<file path="src/rtl/bcd_updown_counter_if.sv">
// Control and status bundle between a BCD counter and its user.
// Pure wiring, no latency of its own.
// No backpressure: the master drives controls and the slave reports every cycle.
interface bcd_updown_counter_if #(
    parameter int DIGITS = 4
);
    logic                  en;
    logic                  up;
    logic                  load;
    logic [4*DIGITS-1:0]   load_val;
    logic [4*DIGITS-1:0]   count;
    logic                  tc;
    logic                  zero;
    logic                  load_err;

    modport master (
        output en, up, load, load_val,
        input  count, tc, zero, load_err
    );

    modport slave (
        input  en, up, load, load_val,
        output count, tc, zero, load_err
    );
endinterface

</file>
<file path="src/rtl/bcd_updown_counter.sv">
// Multi-digit BCD up/down counter with sanitising preset load and wrap or saturate at the ends.
// One clk from an enabled or load edge to the new count; zero is combinational from the count register.
// No backpressure: at most one step per clk while en is high, load always wins over en.
module bcd_updown_counter #(
    parameter int                  DIGITS      = 4,
    parameter bit                  WRAP        = 1'b1,
    parameter logic [4*DIGITS-1:0] RESET_VALUE = '0
) (
    input  logic                clk,
    input  logic                rst,
    bcd_updown_counter_if.slave bus
);

    localparam int W = 4 * DIGITS;

    logic [W-1:0] count_q, count_d;
    logic         tc_q, tc_d;
    logic         load_err_q, load_err_d;

    logic [W-1:0] load_san;
    logic         load_bad;
    logic [W-1:0] count_inc, count_dec;
    logic         carry, borrow;
    logic         all_nine, all_zero;

    // Clamp every preset nibble above 9 down to 9 and remember that one was bad.
    always_comb begin
        load_san = '0;
        load_bad = 1'b0;
        for (int i = 0; i < DIGITS; i++) begin
            if (bus.load_val[4*i +: 4] > 4'd9) begin
                load_san[4*i +: 4] = 4'd9;
                load_bad           = 1'b1;
            end else begin
                load_san[4*i +: 4] = bus.load_val[4*i +: 4];
            end
        end
    end

    // Ripple carry and ripple borrow across digits; a carry/borrow out of the top digit marks the boundary.
    always_comb begin
        count_inc = '0;
        count_dec = '0;
        carry     = 1'b1;
        borrow    = 1'b1;
        for (int i = 0; i < DIGITS; i++) begin
            if (carry) begin
                if (count_q[4*i +: 4] == 4'd9) begin
                    count_inc[4*i +: 4] = 4'd0;
                end else begin
                    count_inc[4*i +: 4] = count_q[4*i +: 4] + 4'd1;
                    carry               = 1'b0;
                end
            end else begin
                count_inc[4*i +: 4] = count_q[4*i +: 4];
            end

            if (borrow) begin
                if (count_q[4*i +: 4] == 4'd0) begin
                    count_dec[4*i +: 4] = 4'd9;
                end else begin
                    count_dec[4*i +: 4] = count_q[4*i +: 4] - 4'd1;
                    borrow              = 1'b0;
                end
            end else begin
                count_dec[4*i +: 4] = count_q[4*i +: 4];
            end
        end
        all_nine = carry;
        all_zero = borrow;
    end

    // Next state: load beats en; at a boundary tc fires and the count either rolls (already in inc/dec) or holds.
    always_comb begin
        count_d    = count_q;
        tc_d       = 1'b0;
        load_err_d = 1'b0;
        if (bus.load) begin
            count_d    = load_san;
            load_err_d = load_bad;
        end else if (bus.en) begin
            if (bus.up) begin
                tc_d    = all_nine;
                count_d = (all_nine && !WRAP) ? count_q : count_inc;
            end else begin
                tc_d    = all_zero;
                count_d = (all_zero && !WRAP) ? count_q : count_dec;
            end
        end
    end

    // State registers; reset discards any step in flight.
    always_ff @(posedge clk or posedge rst) begin
        if (rst) begin
            count_q    <= RESET_VALUE;
            tc_q       <= 1'b0;
            load_err_q <= 1'b0;
        end else begin
            count_q    <= count_d;
            tc_q       <= tc_d;
            load_err_q <= load_err_d;
        end
    end

    assign bus.count    = count_q;
    assign bus.tc       = tc_q;
    assign bus.load_err = load_err_q;
    assign bus.zero     = (count_q == '0);

endmodule

</file>
<file path="src/flat_wrapper.sv">
// flat-port wrapper written by rule: the top's interface ports become plain ports
module bcd_updown_counter_flat 
#(
    parameter int                  DIGITS      = 4,
    parameter bit                  WRAP        = 1'b1,
    parameter logic [4*DIGITS-1:0] RESET_VALUE = '0
)
  (clk, rst, bus_en, bus_up, bus_load, bus_load_val, bus_count, bus_tc, bus_zero, bus_load_err);
  bcd_updown_counter_if #(.DIGITS(DIGITS)) bus_i ();
  input  logic clk;
  input  logic rst;
  input wire logic [$bits(bus_i.en)-1:0] bus_en;
  input wire logic [$bits(bus_i.up)-1:0] bus_up;
  input wire logic [$bits(bus_i.load)-1:0] bus_load;
  input wire logic [$bits(bus_i.load_val)-1:0] bus_load_val;
  output wire logic [$bits(bus_i.count)-1:0] bus_count;
  output wire logic [$bits(bus_i.tc)-1:0] bus_tc;
  output wire logic [$bits(bus_i.zero)-1:0] bus_zero;
  output wire logic [$bits(bus_i.load_err)-1:0] bus_load_err;
  assign bus_i.en = bus_en;
  assign bus_i.up = bus_up;
  assign bus_i.load = bus_load;
  assign bus_i.load_val = bus_load_val;
  assign bus_count = bus_i.count;
  assign bus_tc = bus_i.tc;
  assign bus_zero = bus_i.zero;
  assign bus_load_err = bus_i.load_err;
  bcd_updown_counter #(.DIGITS(DIGITS), .WRAP(WRAP), .RESET_VALUE(RESET_VALUE)) u_core (.clk(clk), .rst(rst), .bus(bus_i));
endmodule
</file>
<file path="config.mk">
export PLATFORM = sky130hd
export DESIGN_NAME = bcd_updown_counter_flat
export DESIGN_NICKNAME = d
export VERILOG_FILES = /design/src/rtl/bcd_updown_counter_if.sv /design/src/rtl/bcd_updown_counter.sv /design/src/flat_wrapper.sv
export SDC_FILE = /design/constraint.sdc
export NUM_CORES = 1
export LEC_CHECK = 0
export BUFFER_PORTS_ARGS = -buffer_cell sky130_fd_sc_hd__buf_2
export CAP_MARGIN = 20
export CORE_AREA = 2 2 61 63
export DETAILED_ROUTE_END_ITERATION = 7
export DIE_AREA = 0 0 63 65
export GPL_ROUTABILITY_DRIVEN = 0
export GPL_TIMING_DRIVEN = 0
export PLACE_DENSITY = 0.76
export SLEW_MARGIN = 30
export SYNTH_ARGS = -nofsm -noshare
export SYNTH_HDL_FRONTEND = slang
export SYNTH_SLANG_ARGS = --single-unit
export TNS_END_PERCENT = 100
</file>
<file path="constraint.sdc">
create_clock -name clk -period 1.7 [get_ports clk]
set_input_delay 0.17 -clock clk [delete_from_list [all_inputs] [get_ports clk]]
set_output_delay 0.17 -clock clk [all_outputs]
set_load 0.05 [all_outputs]
</file>
After elaboration in Yosys (flattened, before gate mapping)
Cells that the tools add are included.

$add $sub $neg: 8. Multiply operators: 0. Div/mod/pow operators: 0. Order comparisons: 4. Equality and inequality tests: 7. Shifts and indexed selects: 0. Mux-type cells: 43. Bitwise gates (word level): 0. Reduce and logical (&&, ||, !) cells: 12.

Operator list (number): 4-bit two-way mux (18); 16-bit two-way mux (3); 1-bit two-way mux (22); 4-bit by 1-bit adder with 4-bit output, second input constant (4); 4-bit equality test, second input constant (4); 4-bit greater-than comparator, second input constant (4); 16-bit zero test (1); 4-bit zero test (4); 4-bit by 1-bit subtractor with 4-bit output, second input constant (4); 3-bit by 1-bit inequality test with 1-bit output, second input constant (3); 3-bit AND reduction (3); 3-bit nonzero test (3); 2-bit nonzero test (1).

Register bits after elaboration: 18. Latch bits: 0. RAM bits: 0. Memory bits (read-only): 0. Input port bits: 21. Logic and storage cells: 80. Memories kept: 0.

Logic depth before layout (Yosys ltp)
Depth in word-level cells: 8. Gate-level depth with buffers: 7. Gate-level depth less buffers: 5.

Worst setup path after synthesis
No wires, ideal clock.

Path kind: register to register. Start: reg u_core.count_q[2], in the netlist u_core.bus.count[2]. End: reg u_core.tc_q, in the netlist u_core.bus.tc. Setup time: 0.087 ns. Arrival: 2.273 ns. Path slack: -0.660 ns. Stages on the path, launching flop included: 7. Cells stage by stage: dfrtp_1 -> clkbuf_1 -> or4_4 -> nor3_1 -> and3_1 -> nand2b_1 -> a211oi_2.

Word-level cells in the longest chain between the ends: 8. Elaborated cells between the ends (all ways): 13.

Ends and longest elaborated chain: start: declaration (line bcd_updown_counter.sv:16) `logic [W-1:0] count_q, count_d;`; start signal: assignment (line bcd_updown_counter.sv:99) `count_q <= count_d;`; 4-bit equality test / 4-bit zero test (equally long branches) (line bcd_updown_counter.sv:48, bcd_updown_counter.sv:59); 1-bit two-way mux (on tied branches) (line bcd_updown_counter.sv:48, bcd_updown_counter.sv:59); 1-bit two-way mux (on tied branches) (3 in a row) (line bcd_updown_counter.sv:47, bcd_updown_counter.sv:58); 1-bit two-way mux (*) (line bcd_updown_counter.sv:82) `if (bus.up) begin`; 1-bit two-way mux (*) (line bcd_updown_counter.sv:81) `end else if (bus.en) begin`; 1-bit two-way mux (*) (line bcd_updown_counter.sv:78) `if (bus.load) begin`; via u_core.tc_d (line bcd_updown_counter.sv:17) `logic tc_q, tc_d;`; end signal: assignment (line bcd_updown_counter.sv:100) `tc_q <= tc_d;`; end: declaration (line bcd_updown_counter.sv:17).

Mark *: on every way through the listed nets, which the timed path passes. The rest lies on a longest branch. A chain may end at the register's enable or synchronous reset.

Worst setup path in the final report
Start: reg u_core.count_q[4], in the netlist u_core.bus.count[4]. End: out bus_zero.

Word-level cells in the longest chain between the ends: 1.

Ends and longest elaborated chain: 16-bit zero test (line bcd_updown_counter.sv:108) `assign bus.zero = (count_q == '0);`; end: declaration (line flat_wrapper.sv:18) `output wire logic [$bits(bus_i.zero)-1:0] bus_zero;`.

Every way passes these cells.

==> results.json <==
{
  "grt-ovfl-total": 0,
  "via_per_inst": 5.85,
  "crit_path_end": "bus_zero",
  "syn_inst": 211,
  "wl_met2_mm": 2.44,
  "first_pass_iters": 4,
  "drc": 0,
  "fin_area_sq_um": 2190,
  "layout-drive-gt1-share_pct": 39.4,
  "worst-path-max-fanout": 3,
  "status": "finished with violations",
  "ctsRootBufferMaster": "clkbuf_4",
  "hold_ws_ns": 0.101,
  "met3_length_microns": 274,
  "synthesis.area_sq_um": 1600,
  "yosysSeqAreaShare_pct": 28.2,
  "fin_setup_tns_ns": -1.77,
  "clkPwrFrac_pct": 11.1,
  "nFillCells": 316,
  "hold_violations": 0,
  "maxSlewViolCount": 0,
  "top_layer": "met4",
  "placed_area_sq_um": 1920,
  "track_usage_pct": 24.0,
  "cp.required_ns": 1.53,
  "setup_slack_ns": -0.354,
  "multi_input_area_sq_um": 1150,
  "port_buffers": 38,
  "reg2reg_depth": 4,
  "dp_hpwl_mm": 3.31,
  "path_depth": 4,
  "syn_to_final_growth_pct": 37.0,
  "combinationalPowerShare_pct": 64.0,
  "h-tree-depth": 1,
  "synth_top_area_share_pct": 28.2,
  "die_area_sq_um": 4100,
  "synth_seq_cells": 18,
  "critPathArrivalTime_ns": 1.88,
  "violations": "negative setup slack",
  "drt-total-wl_mm": 4.96,
  "ys_async_sr_fraction_pct": 100,
  "yosysUniqueCellTypes": 53,
  "cts_buffers": 3,
  "cts.sinks": 18,
  "setup_viol": 11,
  "fin_cells": 317,
  "p_per_area_nw_per_um2": 1180,
  "clockBufferDepth": 2,
  "num_vias": 1854,
  "cp-startpoint": "u_core.bus.count[4]",
  "switching_share_pct": 49.9,
  "tightest_slew_ns": 0.723,
  "total_power_uw": 2580,
  "p_leak_uw": 0.000928,
  "grt_pass1_wl_mm": 7.78,
  "fin_crit_sh_pct": 121,
  "grt_max_degree": 19,
  "route.antenna.remaining_nets": 0,
  "switchingPower_uw": 1290,
  "synth_edf_count": 0,
  "crit_type": "reg2out",
  "critPathTopFamily": "simple AND/OR/NAND/NOR gates",
  "synth_top_cell_by_area": "dfrtp_1",
  "path_buf_inv": 1,
  "grt_setup_unrepaired": "true",
  "cp-end-kind": "primary output",
  "antenna_cells": 0,
  "clkTransAtPathRegs_ns": 0.12,
  "die_x_microns": 63,
  "synth_fp_nets": 232,
  "final_nets": 291,
  "regArea_sq_um": 464,
  "synth_top_flop_cell": "dfrtp_1",
  "startpoint_type": "flip-flop",
  "ir_drop_mv": 0.758,
  "drt_iter0_markers": 146,
  "grt_pass1_vias": 1648,
  "dp_cells": 297,
  "timing.max_cap.violations": 0,
  "row_count": 22,
  "slew_headroom_pct": 51.7,
  "p_seq_share_pct": 24.9,
  "period_needed_ns": 2.05,
  "wirelength_met1_mm": 2.18,
  "synth_area_leaders": "dfrtp_1 28%, o21ai_0 7.2%, a21oi_1 4.7%, clkbuf_1 4.2%, nor2_1 3.1%",
  "clock.fmax_ghz": 0.487,
  "skew_ns": 0.00598,
  "worstPathCellList": "or4_4 > nor3_4 > and3_4 > buf_8",
  "start_util_pct": 45.7,
  "core_sq_um": 3500,
  "p_int_uw": 1300,
  "antenna_found_initial": 0,
  "synth.avg_cell_area_sq_um": 7.57,
  "r2r_start": "u_core.bus.count[9]",
  "critPathSlowestCell": "or4_4",
  "clk-insertion-delay-late_ns": 0.31,
  "cts_tree": "built",
  "r2r_end": "u_core.bus.count[15]",
  "hp-class": "in2reg",
  "synth_warnings": 0,
  "slowest_delay_ns": 0.57,
  "io_pins": 40,
  "wl_per_cell_microns": 15.6,
  "fp.dieH_microns": 65,
  "r2r_slack_ns": -0.24
}
==> synth_stat cells (2+ instances only) <==
master     number
inv_1          11
and2_1          2
nor4_1          2
xnor2_1         3
a211oi_1        3
nor2_1         13
o211ai_1        4
o21ai_1         2
or4_1           4
or4_4           2
a21oi_1        15
nor3_1          5
xor2_1          2
a221oi_1        2
o31ai_1         3
o21a_1          2
nand3b_1        5
clkbuf_1       18
o22a_1          2
dfrtp_1        18
nand2b_1        3
a22o_1          2
nand4_1         4
o22ai_1         2
mux2i_1         2
nand3_1         8
or2_2           2
a22oi_1         2
nand2_1        12
a31oi_1         3
o21bai_1        2
a2bb2oi_1       2
nor2b_1         5
a21o_1          2
o21ai_0        23
nand4bb_1       2
==> placed cells by master, fill, tap and decap left out, types with 3 or more instances in the layout <==
master,instances
a211oi_1,3
nand2_1,11
clkbuf_4,5
nor2_1,12
dfrtp_2,11
or4_4,5
nand3b_1,5
inv_1,11
nor3_1,4
nand3_1,7
dfrtp_1,7
buf_4,15
xnor2_1,3
a31oi_1,3
clkbuf_1,11
nand4_1,4
o21ai_0,19
a21oi_1,14
buf_2,39
nor2b_1,5
o211ai_1,4
buf_6,3
o21ai_1,3
==> worst min-delay path by stage <==
stage                               start                   end  slack, ns  cells after the start
after CTS                 bus_load_val[3]   u_core.bus.count[3]       0.11                      3
after global placement                rst  u_core.bus.count[10]       0.33                      2
after detailed placement              rst  u_core.bus.count[10]       0.33                      2
final                     bus_load_val[3]   u_core.bus.count[3]       0.10                      3
after global routing      bus_load_val[3]   u_core.bus.count[3]        0.1                      3
after floorplan                       rst  u_core.bus.count[10]       0.11                      1
==> metrics by stage <==
| stage | worst slack, ns | utilization (%) |
|---|---|---|
| 6_report | -0.354 | 62.6 |
| 5_1_grt | -0.404 | 62.6 |
| 4_1_cts | -0.343 | 59.0 |
| 3_5_place_dp | -0.302 | 54.8 |
| 3_3_place_gp | -0.286 | 54.8 |
| 2_1_floorplan | -0.373 | - |
==> routing by layer <==
layer  vias to the layer above  global-route usage (%)
met3                         9                    3.99
met5                         -                       0
met2                        66                    41.6
met1                       878                    30.6
li1                        901                       -
met4                         0                    7.22
==> sequential cells by signal, indices dropped and copies added, names as in the netlist <==
register and count:
u_core.bus.load_err 1, u_core.bus.tc 1, u_core.bus.count 16
==> cells by family (layout without fill, tap and decap cells) <==
logic type	after synthesis	after routing	share of synthesized area, %
compound gates	79	79	32.5
xor+xnor	5	5	2.74
buf+inv	32	90	8.06
flops	18	18	28.2
mux	3	3	1.96
simple gates	74	74	26.5
==> worst register-to-register path: cells and delay by family (launching register included) <==
family           cells  cell delay [ns]
AND/OR/NAND/NOR      1             0.56
flip-flops           1             0.47
AO/OA/AOI/OAI        2             0.50
multiplexers         1             0.31
==> power groups by stage <==
stage / sequential, uW / combinational (uW) / clock, uW
final: 644 / 1650 / 287
after detailed placement: 651 / 1410 / 0
after global placement: 644 / 1380 / 0
after global routing: 653 / 1780 / 315
after floorplan: 992 / 761 / 0
after CTS: 659 / 1470 / 288
==> area by class of cell <==
class,count,share of cell area [%]
Multi-Input combinational cell,161,52.5
Buffer,18,3.66
Sequential cell,18,21.2
Tap cell,48,2.74
Timing Repair Buffer,57,16.3
Inverter,11,1.89
Clock buffer,4,1.66
==> what timing repair did <==
action,4_1_cts,5_1_grt
buffers inserted,8,10
endpoints found under the setup margin,10,17
endpoints found under the hold margin,18,0
cloned,0,0
pin swaps,10,7
hold buffers,1,0
resized for setup,14,19
(Power assumes the default switching activity.)
